--- config.mk ---
export PLATFORM = sky130hd
export DESIGN_NAME = mem_arbiter_flat
export DESIGN_NICKNAME = d
export VERILOG_FILES = /design/src/rtl/mem_arb_pkg.sv /design/src/rtl/mem_arbiter_if.sv /design/src/rtl/mem_arb_watchdog.sv /design/src/rtl/mem_arbiter.sv /design/src/flat_wrapper.sv
export SDC_FILE = /design/constraint.sdc
export NUM_CORES = 1
export LEC_CHECK = 0
export BUFFER_PORTS_ARGS = -buffer_cell sky130_fd_sc_hd__buf_4
export CORE_MARGIN = 1
export CORE_UTILIZATION = 40
export DETAILED_ROUTE_END_ITERATION = 10
export PLACE_DENSITY_LB_ADDON = 0.05
export REMOVE_ABC_BUFFERS = 1
export SETUP_SLACK_MARGIN = 0.4
export SYNTH_ARGS = -nofsm -noshare
export SYNTH_HDL_FRONTEND = slang
export SYNTH_SLANG_ARGS = --single-unit
--- constraint.sdc ---
create_clock -name clk -period 1.79 [get_ports clk]
set_input_delay 0.2685 -clock clk [delete_from_list [all_inputs] [get_ports clk]]
set_output_delay 0.2685 -clock clk [all_outputs]
set_load 0.02 [all_outputs]
--- src/rtl/mem_arb_pkg.sv ---
// Shared types for the unified-memory arbiter: FSM state codes and grant owner.
package mem_arb_pkg;
  typedef logic [1:0] arb_state_t;
  localparam arb_state_t IDLE   = 2'd0;
  localparam arb_state_t BUSY_I = 2'd1;
  localparam arb_state_t BUSY_D = 2'd2;
  localparam arb_state_t RESP   = 2'd3;

  typedef enum logic [1:0] {
    GNT_NONE = 2'd0,
    GNT_I    = 2'd1,
    GNT_D    = 2'd2
  } gnt_t;
endpackage

--- src/rtl/mem_arbiter_if.sv ---
// Fetch port, load/store port and unified memory port of the arbiter in one bundle.
interface mem_arbiter_if #(
  parameter int ADDR_W = 32,
  parameter int DATA_W = 32
);
  localparam int BE_W = DATA_W / 8;

  logic              if_req;
  logic [ADDR_W-1:0] if_addr;
  logic [DATA_W-1:0] if_rdata;
  logic              if_valid;
  logic              d_req;
  logic              d_we;
  logic [ADDR_W-1:0] d_addr;
  logic [DATA_W-1:0] d_wdata;
  logic [BE_W-1:0]   d_be;
  logic [DATA_W-1:0] d_rdata;
  logic              d_valid;
  logic              err;
  logic              mem_req;
  logic              mem_we;
  logic [ADDR_W-1:0] mem_addr;
  logic [DATA_W-1:0] mem_wdata;
  logic [BE_W-1:0]   mem_be;
  logic              mem_ready;
  logic [DATA_W-1:0] mem_rdata;

  // Arbiter side
  modport slave (
    input  if_req, if_addr, d_req, d_we, d_addr, d_wdata, d_be, mem_ready, mem_rdata,
    output if_rdata, if_valid, d_rdata, d_valid, err,
           mem_req, mem_we, mem_addr, mem_wdata, mem_be
  );

  // Core + memory side
  modport master (
    output if_req, if_addr, d_req, d_we, d_addr, d_wdata, d_be, mem_ready, mem_rdata,
    input  if_rdata, if_valid, d_rdata, d_valid, err,
           mem_req, mem_we, mem_addr, mem_wdata, mem_be
  );
endinterface

--- src/rtl/mem_arb_watchdog.sv ---
// Saturating cycle counter with load and clear; flags the last allowed cycle of a transaction.
module mem_arb_watchdog #(
  parameter int TIMEOUT = 255,
  parameter int CW      = $clog2(TIMEOUT + 1)
) (
  input  logic          clk,
  input  logic          rst,
  input  logic          clr,
  input  logic          ld,
  input  logic [CW-1:0] ld_val,
  input  logic          en,
  output logic          expired
);
  logic [CW-1:0] cnt;

  // cnt holds completed busy cycles, so the TIMEOUT-th busy cycle sees cnt == TIMEOUT-1
  assign expired = (cnt >= CW'(TIMEOUT - 1));

  always_ff @(posedge clk) begin
    if (!rst || clr)         cnt <= '0;
    else if (ld)             cnt <= ld_val;
    else if (en && !expired) cnt <= cnt + 1'b1;
  end
endmodule

--- src/rtl/mem_arbiter.sv ---
// Shares one single-port memory between fetch and load/store; data first, fetch
// forced through after MAX_D_STREAK data grants, watchdog aborts stuck accesses.
module mem_arbiter
  import mem_arb_pkg::*;
#(
  parameter int ADDR_W       = 32,
  parameter int DATA_W       = 32,
  parameter int MAX_D_STREAK = 4,
  parameter int TIMEOUT      = 255
) (
  input logic         clk,
  input logic         rst,
  mem_arbiter_if.slave bus
);
  localparam int BE_W = DATA_W / 8;
  localparam int SW   = $clog2(MAX_D_STREAK + 1);

  arb_state_t        state;
  gnt_t              gnt;
  logic [SW-1:0]     streak;
  logic              err_q, busy, grant_d, grant_i, expired;
  logic [ADDR_W-1:0] addr_q;
  logic              we_q;
  logic [DATA_W-1:0] wdata_q, if_rdata_q, d_rdata_q;
  logic [BE_W-1:0]   be_q;

  assign busy    = (state == BUSY_I) || (state == BUSY_D);
  assign grant_d = (state == IDLE) && bus.d_req &&
                   (!bus.if_req || (streak < SW'(MAX_D_STREAK)));
  assign grant_i = (state == IDLE) && !grant_d && bus.if_req;

  mem_arb_watchdog #(.TIMEOUT(TIMEOUT)) u_wdog (
    .clk    (clk),
    .rst    (rst),
    .clr    (state == RESP),
    .ld     (grant_d || grant_i),
    .ld_val ('0),
    .en     (busy),
    .expired(expired)
  );

  always_ff @(posedge clk) begin
    if (!rst) begin
      state      <= IDLE;
      gnt        <= GNT_NONE;
      streak     <= '0;
      err_q      <= 1'b0;
      addr_q     <= '0;
      we_q       <= 1'b0;
      wdata_q    <= '0;
      be_q       <= '0;
      if_rdata_q <= '0;
      d_rdata_q  <= '0;
    end else begin
      case (state)
        IDLE: begin
          if (grant_d) begin
            state   <= BUSY_D;
            gnt     <= GNT_D;
            addr_q  <= bus.d_addr;
            we_q    <= bus.d_we;
            wdata_q <= bus.d_wdata;
            be_q    <= bus.d_we ? bus.d_be : '1;
            if (streak < SW'(MAX_D_STREAK)) streak <= streak + 1'b1;
          end else if (grant_i) begin
            state   <= BUSY_I;
            gnt     <= GNT_I;
            addr_q  <= bus.if_addr;
            we_q    <= 1'b0;
            wdata_q <= '0;
            be_q    <= '1;
            streak  <= '0;
          end
        end
        BUSY_I, BUSY_D: begin
          // a ready on the last allowed cycle still counts as a normal completion
          if (bus.mem_ready || expired) begin
            state <= RESP;
            err_q <= !bus.mem_ready;
            if (gnt == GNT_I) begin
              if_rdata_q <= bus.mem_ready ? bus.mem_rdata : '0;
            end else begin
              d_rdata_q  <= bus.mem_ready ? bus.mem_rdata : '0;
            end
          end
        end
        RESP: begin
          state <= IDLE;
          err_q <= 1'b0;
        end
        default: state <= IDLE;
      endcase
    end
  end

  assign bus.mem_req   = busy;
  assign bus.mem_we    = we_q;
  assign bus.mem_addr  = addr_q;
  assign bus.mem_wdata = wdata_q;
  assign bus.mem_be    = be_q;
  assign bus.if_valid  = (state == RESP) && (gnt == GNT_I);
  assign bus.d_valid   = (state == RESP) && (gnt == GNT_D);
  assign bus.err       = (state == RESP) && err_q;
  assign bus.if_rdata  = if_rdata_q;
  assign bus.d_rdata   = d_rdata_q;
endmodule

--- src/flat_wrapper.sv ---
// flat-port wrapper written by rule: the top's interface ports become plain ports
module mem_arbiter_flat import mem_arb_pkg::*;
#(
  parameter int ADDR_W       = 32,
  parameter int DATA_W       = 32,
  parameter int MAX_D_STREAK = 4,
  parameter int TIMEOUT      = 255
)
  (clk, rst, bus_if_req, bus_if_addr, bus_d_req, bus_d_we, bus_d_addr, bus_d_wdata, bus_d_be, bus_mem_ready, bus_mem_rdata, bus_if_rdata, bus_if_valid, bus_d_rdata, bus_d_valid, bus_err, bus_mem_req, bus_mem_we, bus_mem_addr, bus_mem_wdata, bus_mem_be);
  mem_arbiter_if #(.ADDR_W(ADDR_W), .DATA_W(DATA_W)) bus_i ();
  input logic clk;
  input logic rst;
  input wire logic [$bits(bus_i.if_req)-1:0] bus_if_req;
  input wire logic [$bits(bus_i.if_addr)-1:0] bus_if_addr;
  input wire logic [$bits(bus_i.d_req)-1:0] bus_d_req;
  input wire logic [$bits(bus_i.d_we)-1:0] bus_d_we;
  input wire logic [$bits(bus_i.d_addr)-1:0] bus_d_addr;
  input wire logic [$bits(bus_i.d_wdata)-1:0] bus_d_wdata;
  input wire logic [$bits(bus_i.d_be)-1:0] bus_d_be;
  input wire logic [$bits(bus_i.mem_ready)-1:0] bus_mem_ready;
  input wire logic [$bits(bus_i.mem_rdata)-1:0] bus_mem_rdata;
  output wire logic [$bits(bus_i.if_rdata)-1:0] bus_if_rdata;
  output wire logic [$bits(bus_i.if_valid)-1:0] bus_if_valid;
  output wire logic [$bits(bus_i.d_rdata)-1:0] bus_d_rdata;
  output wire logic [$bits(bus_i.d_valid)-1:0] bus_d_valid;
  output wire logic [$bits(bus_i.err)-1:0] bus_err;
  output wire logic [$bits(bus_i.mem_req)-1:0] bus_mem_req;
  output wire logic [$bits(bus_i.mem_we)-1:0] bus_mem_we;
  output wire logic [$bits(bus_i.mem_addr)-1:0] bus_mem_addr;
  output wire logic [$bits(bus_i.mem_wdata)-1:0] bus_mem_wdata;
  output wire logic [$bits(bus_i.mem_be)-1:0] bus_mem_be;
  assign bus_i.if_req = bus_if_req;
  assign bus_i.if_addr = bus_if_addr;
  assign bus_i.d_req = bus_d_req;
  assign bus_i.d_we = bus_d_we;
  assign bus_i.d_addr = bus_d_addr;
  assign bus_i.d_wdata = bus_d_wdata;
  assign bus_i.d_be = bus_d_be;
  assign bus_i.mem_ready = bus_mem_ready;
  assign bus_i.mem_rdata = bus_mem_rdata;
  assign bus_if_rdata = bus_i.if_rdata;
  assign bus_if_valid = bus_i.if_valid;
  assign bus_d_rdata = bus_i.d_rdata;
  assign bus_d_valid = bus_i.d_valid;
  assign bus_err = bus_i.err;
  assign bus_mem_req = bus_i.mem_req;
  assign bus_mem_we = bus_i.mem_we;
  assign bus_mem_addr = bus_i.mem_addr;
  assign bus_mem_wdata = bus_i.mem_wdata;
  assign bus_mem_be = bus_i.mem_be;
  mem_arbiter #(.ADDR_W(ADDR_W), .DATA_W(DATA_W), .MAX_D_STREAK(MAX_D_STREAK), .TIMEOUT(TIMEOUT)) u_core (.clk(clk), .rst(rst), .bus(bus_i));
endmodule
Word level (Yosys, flattened, before mapping)
Index checks and enable logic that the tools add are counted.
{"block": "word_totals", "ff_bits": 149, "inputBits": 138, "output_inout_bits": 137, "word_cells": 72}
{"block": "classes", "n_addsub": 2, "order_cmp": 2, "n_eq_ne": 8, "mux": 19, "n_bitwise": 1, "n_reduce_logical": 29}
{"operator": "2-to-1 mux 32 bit", "n": 5}
{"operator": "2-to-1 mux 4 bit", "n": 3}
{"operator": "2-to-1 mux 3 bit", "n": 3}
{"operator": "AND reduction 3 bit", "n": 3}
{"operator": "adder 8 x 1 -> 8 bit, second input constant", "n": 1}
{"operator": ">= comparator 8 bit, second input constant", "n": 1}
{"operator": "logical AND 1 bit", "n": 8}
{"operator": "equality test 2 bit, second input constant", "n": 3}
{"operator": "2-to-1 mux 2 bit", "n": 3}
{"operator": "one-hot mux 2 bit (3 select lines)", "n": 1}
{"operator": "AND reduction 2 bit", "n": 3}
{"operator": "logical NOT 1 bit", "n": 5}
{"operator": "logical OR 1 bit", "n": 5}
{"operator": "equality test 2 x 1 -> 1 bit, second input constant", "n": 2}
{"operator": "nonzero test 2 bit", "n": 2}
{"operator": "OR reduction 2 bit", "n": 2}
{"operator": "adder 3 x 1 -> 3 bit, second input constant", "n": 1}
{"operator": "less-than comparator 3 bit, second input constant", "n": 1}
{"operator": "2-to-1 mux 1 bit", "n": 3}
{"operator": "!= test 3 x 1 -> 1 bit, second input constant", "n": 1}
{"operator": "logical NOT 2 bit", "n": 1}
{"operator": "!= test 2 x 1 -> 1 bit, second input constant", "n": 1}
{"operator": "!= test 2 bit, second input constant", "n": 1}
{"operator": "one-hot mux 1 bit (2 select lines)", "n": 1}
{"operator": "inverter 1 bit", "n": 1}

Longest topological paths before layout
Gate-level depths: netlist of the first run.
{"block": "depth", "depth_word": 9, "mapped_depth": 8, "ltp_nobuf": 6}

Modules after synthesis
Synthesis of the first run repeated with hierarchy kept, for this count alone.
{"block": "hier_totals", "hier_cells": 664, "hier_area_um2": 6078.3}
{"module": "mem_arbiter", "instances": 1, "cells_each": 605, "area_per_inst_um2": 5585.4, "seq_area_each_um2": 2822.7}
{"module": "mem_arb_watchdog", "instances": 1, "cells_each": 59, "area_per_inst_um2": 493.0, "seq_area_each_um2": 160.2}

Least setup slack after synthesis of the first run
OpenSTA, ideal clock, no wires.
{"block": "synth_path", "path_kind": "register to register", "from": "reg u_core.u_wdog.cnt[1]", "to": "reg u_core.if_rdata_q[10] (netlist: u_core.bus.if_rdata[10])", "setup_time_ps": 72, "arrival_ps": 1686, "t_required_ps": 1718, "setup_slack_ps": 32, "stages_incl_launch_ff": 7, "n_path_buf": 1, "period_less_slack_ps": 1758, "path_cell_list": "dfxtp_1 > ha_1 > o211a_2 > a21oi_2 > nor4b_4 > buf_6 > mux2i_1"}
{"block": "synth_between", "elab_chain_len": 3}
{"element": "start: declaration", "line": "mem_arb_watchdog.sv:14", "rtl": "logic [CW-1:0] cnt;"}
{"element": "start signal: assignment", "line": "mem_arb_watchdog.sv:21", "rtl": "else if (ld) cnt <= ld_val;"}
{"element": "start signal: assignment", "line": "mem_arb_watchdog.sv:22", "rtl": "else if (en && !expired) cnt <= cnt + 1'b1;"}
{"element": ">= comparator 8 bit", "line": "mem_arb_watchdog.sv:17", "rtl": "assign expired = (cnt >= CW'(TIMEOUT - 1));"}
{"element": "logical OR 1 bit", "line": "mem_arbiter.sv:77", "rtl": "if (bus.mem_ready || expired) begin"}
{"element": "AND reduction 3 bit (no line)"}
{"element": "end signal: assignment", "line": "mem_arbiter.sv:81", "rtl": "if_rdata_q <= bus.mem_ready ? bus.mem_rdata : '0;"}
{"element": "end: declaration", "line": "mem_arbiter.sv:24", "rtl": "logic [DATA_W-1:0] wdata_q, if_rdata_q, d_rdata_q;"}
No other way between the ends.
A chain may end at the register's enable or synchronous reset.

Worst setup path after layout of the first run
{"block": "layout_path", "from": "reg u_core.u_wdog.cnt[1]", "to": "reg u_core.if_rdata_q[0] (netlist: u_core.bus.if_rdata[0])"}
The elaborated chain is that of the path after synthesis.

==> results list, run 1 <==
- The number of antenna diodes in the final layout is 0.
- The number of endpoints with negative hold slack in the final report came to 0.
- RSZ-0062 raised after global routing: yes
- Aggregate routed wire length: 20340 um
- Average wire per standard cell: 18.00 um
- After detailed routing, the met3 layer carries 1478 um of wire.
* Required @ worst endpoint: roughly 2.1 ns
* Vert. Die Dim: between 100 and 150 um
- Top achievable clock speed: 586.7 MHz
- Worst Setup Start Kind: flop
* Power density normalized to cell area: 1516 nW/um^2
* Status: finished clean
- Maximum fanout count along the critical path: 8
* Endpoint class of the critical path: flop
* Horiz. Die Dim: 123.7 um
* Post-route worst hold slack: 0.1001 ns
- Syn_area_per_cell: 9.651 um^2
- Cell with the largest stage delay on the worst path: sky130_fd_sc_hd__dfxtp_2
* Count of H-tree levels built during CTS: 4
* Hold buffers post-CTS: 0
- Counting both buffers and inverters, the worst setup path holds a total of 4.
* Routability congestion estimate from global placement: 0.7924
* Detailed-routing iteration count for the pre-antenna-repair pass: 4
- At the worst endpoint, the arrival time is 2.04 ns.
* FF+latch count, synth: ~150
- TritonCTS built the clock tree.
* Shortest clock period the worst path allows after layout: 1.704 ns
- CTS sink cnt: 149
- Post-synthesis instance total: 614
- The mapped netlist covers 5926 um^2.
* First-pass GRT wire length: 29200 um
* Count of boundary I/O pins: approximately 280
- Normalized max-slew margin: 71.93%
- Dividing the detail-routed via count by the number of cells gives 5.195.
- Global routing consumed, over all layers together, approximately a quarter of the routing resources.
- Area overhead of the layout relative to synthesis: 72.93%
* Biggest area consumer among synthesized cells: sky130_fd_sc_hd__dfxtp_1
- Number of nets in the layout: 1077
- Via count of the first global-routing pass: ~5700
- The most numerous cell type found on the critical path is sky130_fd_sc_hd__buf_4.
- Clock root buffer: sky130_fd_sc_hd__clkbuf_16
* Highest cell delay on the worst timing path: 0.36 ns
- Worst-path clk slew: around 0.06 ns
- Largest delay contributor family on the critical path: buffers and inverters
* Met2 WL post-DR: 10210 um
* Count of endpoints failing setup in the final report: 0
- After global routing the overflow that remains totals 0.
- Area share of the largest cell type after synthesis: between 50% and 60%
* Type of the worst min-delay path: primary input to flop
- Counting the buffers created by CTS gives 17.
- The total area inside the core boundary comes to 14480 um^2.
- Port Buffer Count: 274
* Uppermost metal layer occupied by signal nets: met4
- Worst-case register-to-register setup slack: about 0.086 ns
* Post-synth cell types: approximately 40
* Most used flip-flop cell after synthesis: sky130_fd_sc_hd__dfxtp_1
- Sequential element share of the synthesized area: 50.34%
- Max-cap violation count: 0
- The max-slew violation total from the final report was 0.
- Violation count after the first detailed-routing iteration: 304
- The die covers 15310 um^2.
* Measured slew at the worst slew-check pin: 0.4194 ns
- Period Utilization, post-route: 95.22%
- Worst slack at placement: 0.01139 ns
- Clock latency on the worst-skew pair, taken at its later pin, is around 0.42 ns.
- The worst-case IR drop observed on VDD is 0.7887 mV.
* Post-Route M1 WL: 8190 um
- Largest net degree at the start of global routing: between 90 and 100
- Initial antenna violation count: 0
- The post-route netlist has 49.15% of its cells at a drive strength greater than 1.
- Detailed placement ended at an HPWL of roughly 12000 um.
- Via count: 5870
* Final worst clock skew: 0.006712 ns
- Of all flip-flops after synthesis, the portion carrying an async set or reset was 0%.
- The signal on the critical path passes through buf_4, o211a_4, a21oi_4, nor4b_4, buf_4, buf_6, buf_12, mux2i_1.
* Number of warnings issued by yosys: 0
- Antenna Nets Post-Route: 0
* Leakage power total: 4.384 nW
- The floorplan has 44 rows.
- Setup slack closes at 0.08554 ns.
* Maximum buffer depth of the clock tree: 2
* Category of the critical setup timing path: flop to flop
* Number of synthesized flops with an enable pin: 0
- Total DRC errors in the routed layout: 0
* Initial cell density of the core: 40.93%
- Dominant cells by area after synthesis: sky130_fd_sc_hd__dfxtp_1, sky130_fd_sc_hd__mux2i_1, sky130_fd_sc_hd__nor2_1
placed cells by master (no fill, tap or decap), drive strengths merged, types with 4 or more instances in the layout:
cell type,count
clkinv,6
nor2,79
a211oi,33
buf,343
o21ai,6
ha,6
nand2,73
xnor2,4
dfxtp,149
mux2i,97
clkbuf,27
o221a,4
a21oi,15
inv,5
a22oi,32
nand3,33
cells in the mapped netlist (3+ instances only):
| library cell | number |
|---|---|
| sky130_fd_sc_hd__inv_1 | 5 |
| sky130_fd_sc_hd__ha_1 | 6 |
| sky130_fd_sc_hd__nor2_1 | 78 |
| sky130_fd_sc_hd__buf_6 | 3 |
| sky130_fd_sc_hd__a22oi_1 | 32 |
| sky130_fd_sc_hd__a21oi_1 | 14 |
| sky130_fd_sc_hd__buf_2 | 4 |
| sky130_fd_sc_hd__o21ai_0 | 5 |
| sky130_fd_sc_hd__a211oi_1 | 33 |
| sky130_fd_sc_hd__nand4_1 | 3 |
| sky130_fd_sc_hd__clkbuf_1 | 36 |
| sky130_fd_sc_hd__nand3_1 | 33 |
| sky130_fd_sc_hd__nand2_1 | 73 |
| sky130_fd_sc_hd__xnor2_1 | 4 |
| sky130_fd_sc_hd__mux2i_1 | 97 |
| sky130_fd_sc_hd__buf_4 | 6 |
| sky130_fd_sc_hd__or3_1 | 3 |
| sky130_fd_sc_hd__dfxtp_1 | 149 |
| sky130_fd_sc_hd__o221a_2 | 4 |
kinds of logic after synthesis:
kind of cell | Yosys count | synth area share (%)
flops | 149 | 50.34
buf+inv | 55 | 4.328
fa+ha+maj | 6 | 1.267
xor+xnor | 5 | 0.7390
mux | 97 | 16.39
compound gates | 100 | 12.31
simple gates | 202 | 14.63
cell type report:
cell class	instances	area (um^2)
clock buffer	22	474.2
clock inverter	10	127.6
inverter	5	21.27
tap	184	230.2
multi-input combinational	410	3166
timing repair buffer	350	3238
fill	1026	4232
sequential	149	2990
worst min-delay path, cell delays in order:
cell and delay [ns]:
sky130_fd_sc_hd__buf_4 0.08, sky130_fd_sc_hd__a22oi_1 0.06, sky130_fd_sc_hd__nor2_1 0.08
flip-flops by register name, summed over array words and instances (netlist names):
name                  count
u_core.bus.mem_wdata     32
u_core.bus.mem_be         4
u_core.bus.mem_we         1
u_core.streak             3
u_core.bus.mem_addr      32
u_core.bus.if_rdata      32
u_core.gnt                2
u_core.err_q              1
u_core.bus.d_rdata       32
u_core.state              2
u_core.u_wdog.cnt         8
final timing paths:
path | start | to | cells past startpoint
worst min register to register | u_core.bus.d_rdata[4] | u_core.bus.d_rdata[4] | 2
worst max-delay path | u_core.u_wdog.cnt[1] | u_core.bus.if_rdata[0] | 8
worst max register to register | u_core.u_wdog.cnt[1] | u_core.bus.if_rdata[0] | 8
worst min-delay path | bus_d_wdata[27] | u_core.bus.mem_wdata[27] | 3
metrics by stage:
| stage | instances | total power [W] | TNS, ns | cell area [um^2] | utilization [%] |
|---|---|---|---|---|---|
| floorplan | 564 | 0.006894 | -306.48 | 5688 | - |
| global placement | 1043 | 0.008952 | 0 | 8260 | 57.05 |
| detailed placement | 1043 | 0.009066 | 0 | 8260 | 57.05 |
| CTS | 1115 | 0.01469 | 0 | 9856 | 68.07 |
| global route | 1130 | 0.01620 | 0 | 10250 | 70.77 |
| finish | 1130 | 0.01554 | 0 | 10250 | 70.77 |
report_power, final:
group          switching [W]  internal [W]  leakage (nW)
logic                0.00361       0.00401          2.87
registers           0.000364       0.00389          1.22
clock network        0.00137       0.00229         0.299
routing by layer:
layer | vias up | track usage (%)
met5 | - | 0
met4 | 0 | 10.17
met3 | 36 | 7.601
met2 | 221 | 43.06
met1 | 2799 | 29.02
li1 | 2814 | -
timing repair:
item / CTS / global route
gates resized for setup: 89 / 45
gates cloned: 13 / 6
buffers inserted: 27 / 9
setup endpoints to repair: 148 / 151
pin swaps: 51 / 44
Note: power is estimated with default switching activity, not from simulation.
==> run 2, diff against run 1 <==
==> constraint.sdc (replaced) <==
create_clock -name clk -period 1.79 [get_ports clk]
set_input_delay 0.358 -clock clk [delete_from_list [all_inputs] [get_ports clk]]
set_output_delay 0.358 -clock clk [all_outputs]
set_load 0.02 [all_outputs]
==> run 2 against run 1 <==
Against the previous run:
- hold slack better by 0.084 ns
- sequential power about the same
- flip-flop and latch count unchanged
- clock power about the same
- first-iteration DRC count up 2.3%
- fmax down 3.1%
- non-clock buffer count up 22
- combinational power up 12%
- core utilization up 1.9 points
==> results list, run 2 (synthesis gave the netlist of run 1 again) <==
* Status: finished clean
- Power density normalized to cell area: 1564 nW/um^2 (+3.1%)
* RSZ-0062 raised after global routing: yes
- Initial antenna violation count: 0 (unchanged)
* Final count of hold timing violations: 0 (unchanged)
* Violation count after the first detailed-routing iteration: 311 (+2.3%)
- Fraction of final layout cells with drive strength greater than 1: 51.34% (+2.2 points)
- Highest cell delay on the worst timing path: 0.36 ns (about the same)
- GR Overflow Total: 0 (unchanged)
* Cell with the largest stage delay on the worst path: sky130_fd_sc_hd__dfxtp_4
- The met1 usage in global routing was 28.98% (-0.036 points).
- Via count: 5980 (+1.9%)
* Antenna Nets Post-Route: 0 (unchanged)
- Leaving out fill and tap cells, the most frequent cell in the layout is sky130_fd_sc_hd__buf_4.
- Utilization after layout: 72.68% (+1.9 points)
* Data arrival time at the worst-slack endpoint: 1.40 ns (-0.64 ns)
- The area growth from synthesis to layout is 77.60%.
- Internal Pwr Total: 0.01072 W (+5.2%)
- Floorplan Core Area: 14480 um^2 (unchanged)
- Category of the critical setup timing path: flop to output pin
* Routability congestion estimate from global placement: 0.8220 (+3.7%)
- The buffer and inverter count on the worst path is 2 (-2).
- Post-route worst hold slack: 0.1837 ns (+0.08357 ns)
- The number of global-route vias before repair came to 5647 (-0.088%).
- Top achievable clock speed: 568.5 MHz (-3.1%)
- Measured slew at the worst slew-check pin: 0.3754 ns (-0.04405 ns)
* Top library cells by usage in the layout, fill and taps aside: sky130_fd_sc_hd__buf_4, sky130_fd_sc_hd__dfxtp_1, sky130_fd_sc_hd__mux2i_1
- The cell that appears most often on the critical path is sky130_fd_sc_hd__buf_4.
* Met2 track demand over resource: 44.38% (+1.3 points)
- The headroom to the max-slew limit came to 74.97% (+3.0 points).
- Total DRC errors in the routed layout: 0 (unchanged)
- The cell family contributing the most delay on the critical path is flip-flops.
- The setup skew after layout was 0.008795 ns (+0.002083 ns).
- TritonCTS clock tree: built
* Later-pin clock latency in the skew report: 0.42 ns (about the same)
- The count of inserted antenna diode cells is 0 (unchanged).
- Placed wire-length estimate: 11970 um (+0.15%)
* Aggregate routed wire length: 21400 um (+5.2%)
- The sequential share of power came to 25.9% (-1.5 points).
* Clock buffers created by TritonCTS: 17 (unchanged)
- Worst Setup Start Kind: flop
* Max-cap violation count: 0 (unchanged)
- The effective utilization at floorplan was 40.93% (unchanged).
- Clk pwr share: 22.3% (-1.3 points)
- The peak fanout along the critical path is 4 (-4).
* Floorplan die area: 15310 um^2 (unchanged)
- The count of TritonRoute iterations in the first routing pass was 5 (+1).
- The final-stage net count is 1099 (+2.0%).
* Hold buffers post-CTS: 0 (unchanged)
- Power share of the combinational group: 51.8% (+2.8 points)
- Count of H-tree levels built during CTS: 4 (unchanged)
- Leakage power total: 4.517 nW (+3.0%)
- Max rail drop VDD: 1.026 mV (+30%)
- The smallest setup slack after layout is 0.03093 ns (-0.05461 ns).
- The worst setup timing slack at the placement stage was 0.03190 ns (+0.02050 ns).
* Switching share of power: 34.88% (+0.46 points)
* Worst-path clk slew: 0.07 ns (about the same)
* Final max-slew violation count: 0 (unchanged)
- The overall fraction of global-route tracks in use came to 25.41% (+0.29 points).
- Average wire per standard cell: 18.58 um (+3.2%)
* Maximum buffer depth of the clock tree: 2 (unchanged)
* First-pass GRT wire length: 29430 um (+0.78%)
- The number of clock sinks came to 149 (unchanged).
* Port Buffer Count: 274 (unchanged)
- The largest net degree at the start of global routing was 92 (unchanged).
* NetSw: 0.005741 W (+7.3%)
- In this run the clock root is driven by a sky130_fd_sc_hd__clkbuf_16.
- Type of the worst min-delay path: primary input to flop
* Vias per std cell: 5.191 (about the same)
- Ordered cell list for the critical path: buf_4, ha_4, nor3b_2, buf_4
- The total design power came to 0.01646 W (+5.9%).
- The data required time at the worst endpoint came to 1.43 ns (-0.70 ns).
- The minimum clock period was 1.759 ns (+0.05461 ns).
- Most congested layer reported by global routing: met2
- The global routing met3 resource utilization came to 7.005% (-0.60 points).
* Endpoint class of the critical path: output pin
- Count of endpoints failing setup in the final report: 0 (unchanged)
* Vert. Die Dim: 123.7 um (unchanged)
* Horiz. Die Dim: 123.7 um (unchanged)
- The number of standard-cell rows in the floorplan was 44 (unchanged).
* Count of boundary I/O pins: 275 (unchanged)
- Period Utilization, post-route: 98.27% (+3.1 points)
run 2: cell count changes in the layout (fill, tap and decap cells not counted), moves of 4 or more:
cell                       before  now
sky130_fd_sc_hd__a211oi_1      29   24
sky130_fd_sc_hd__a211oi_2       4    9
sky130_fd_sc_hd__buf_4        299  307
sky130_fd_sc_hd__buf_6         16   28
sky130_fd_sc_hd__clkinv_4       0    4
sky130_fd_sc_hd__nor2_4         6    1
run 2: repair_timing:
item,4_1_cts,5_1_grt
gates resized for setup,88,68
cloned,14,9
setup buffers,30,24
setup endpoints to repair,148,148
hold endpoints to repair,0,0
pin swaps,49,51
run 2: power groups by stage:
| stage | Combinational (W) | Sequential [W] | Clock (W) |
|---|---|---|---|
| finish | 0.00853 | 0.00427 | 0.00366 |
| global route | 0.00893 | 0.00433 | 0.00384 |
| CTS | 0.00690 | 0.00425 | 0.00368 |
| detailed placement | 0.00481 | 0.00426 | 0 |
| global placement | 0.00472 | 0.00424 | 0 |
| floorplan | 0.00212 | 0.00478 | 0 |
run 2: worst register-to-register path: stages (launching register included):
cell and delay (ns):
sky130_fd_sc_hd__dfxtp_4 0.37, sky130_fd_sc_hd__inv_4 0.04, sky130_fd_sc_hd__ha_4 0.27, sky130_fd_sc_hd__buf_6 0.11, sky130_fd_sc_hd__nor4b_4 0.22, sky130_fd_sc_hd__buf_4 0.19, sky130_fd_sc_hd__buf_12 0.11, sky130_fd_sc_hd__buf_16 0.13
sky130_fd_sc_hd__mux2i_1 0.20
run 2: layout make-up:
class / instances / area (um^2)
Multi-Input combinational cell: 410 / 3206
Fill cell: 1013 / 3955
Tap cell: 184 / 230.2
Inverter: 5 / 21.27
Sequential cell: 149 / 2993
Clock buffer: 19 / 442.9
Clock inverter: 13 / 157.7
Timing Repair Buffer: 372 / 3473
run 2: layer usage:
metal	part of all wire, %	routed length (um)
met1	39	8382
met5	0	0
met4	3.0	649
met2	51	10950
met3	6.6	1414
run 2: final timing paths:
| path | start | cells after the start | endpoint | slack (ns) |
|---|---|---|---|---|
| max | u_core.state[1] | 4 | bus_if_valid | 0.03 |
| min | bus_d_wdata[25] | 3 | u_core.bus.mem_wdata[25] | 0.18 |
| max reg2reg | u_core.state[1] | 8 | u_core.bus.if_rdata[7] | 0.07 |
| min reg2reg | u_core.bus.if_rdata[30] | 2 | u_core.bus.if_rdata[30] | 0.46 |
run 2: per-stage QoR:
step	instance area, um^2	TNS, ns	std cells
after global placement	8260	0	1043
after detailed placement	8260	0	1043
final	10520	0	1152
after CTS	9837	0	1119
after global routing	10520	-0.07681	1152
after floorplan	5688	-306.48	564
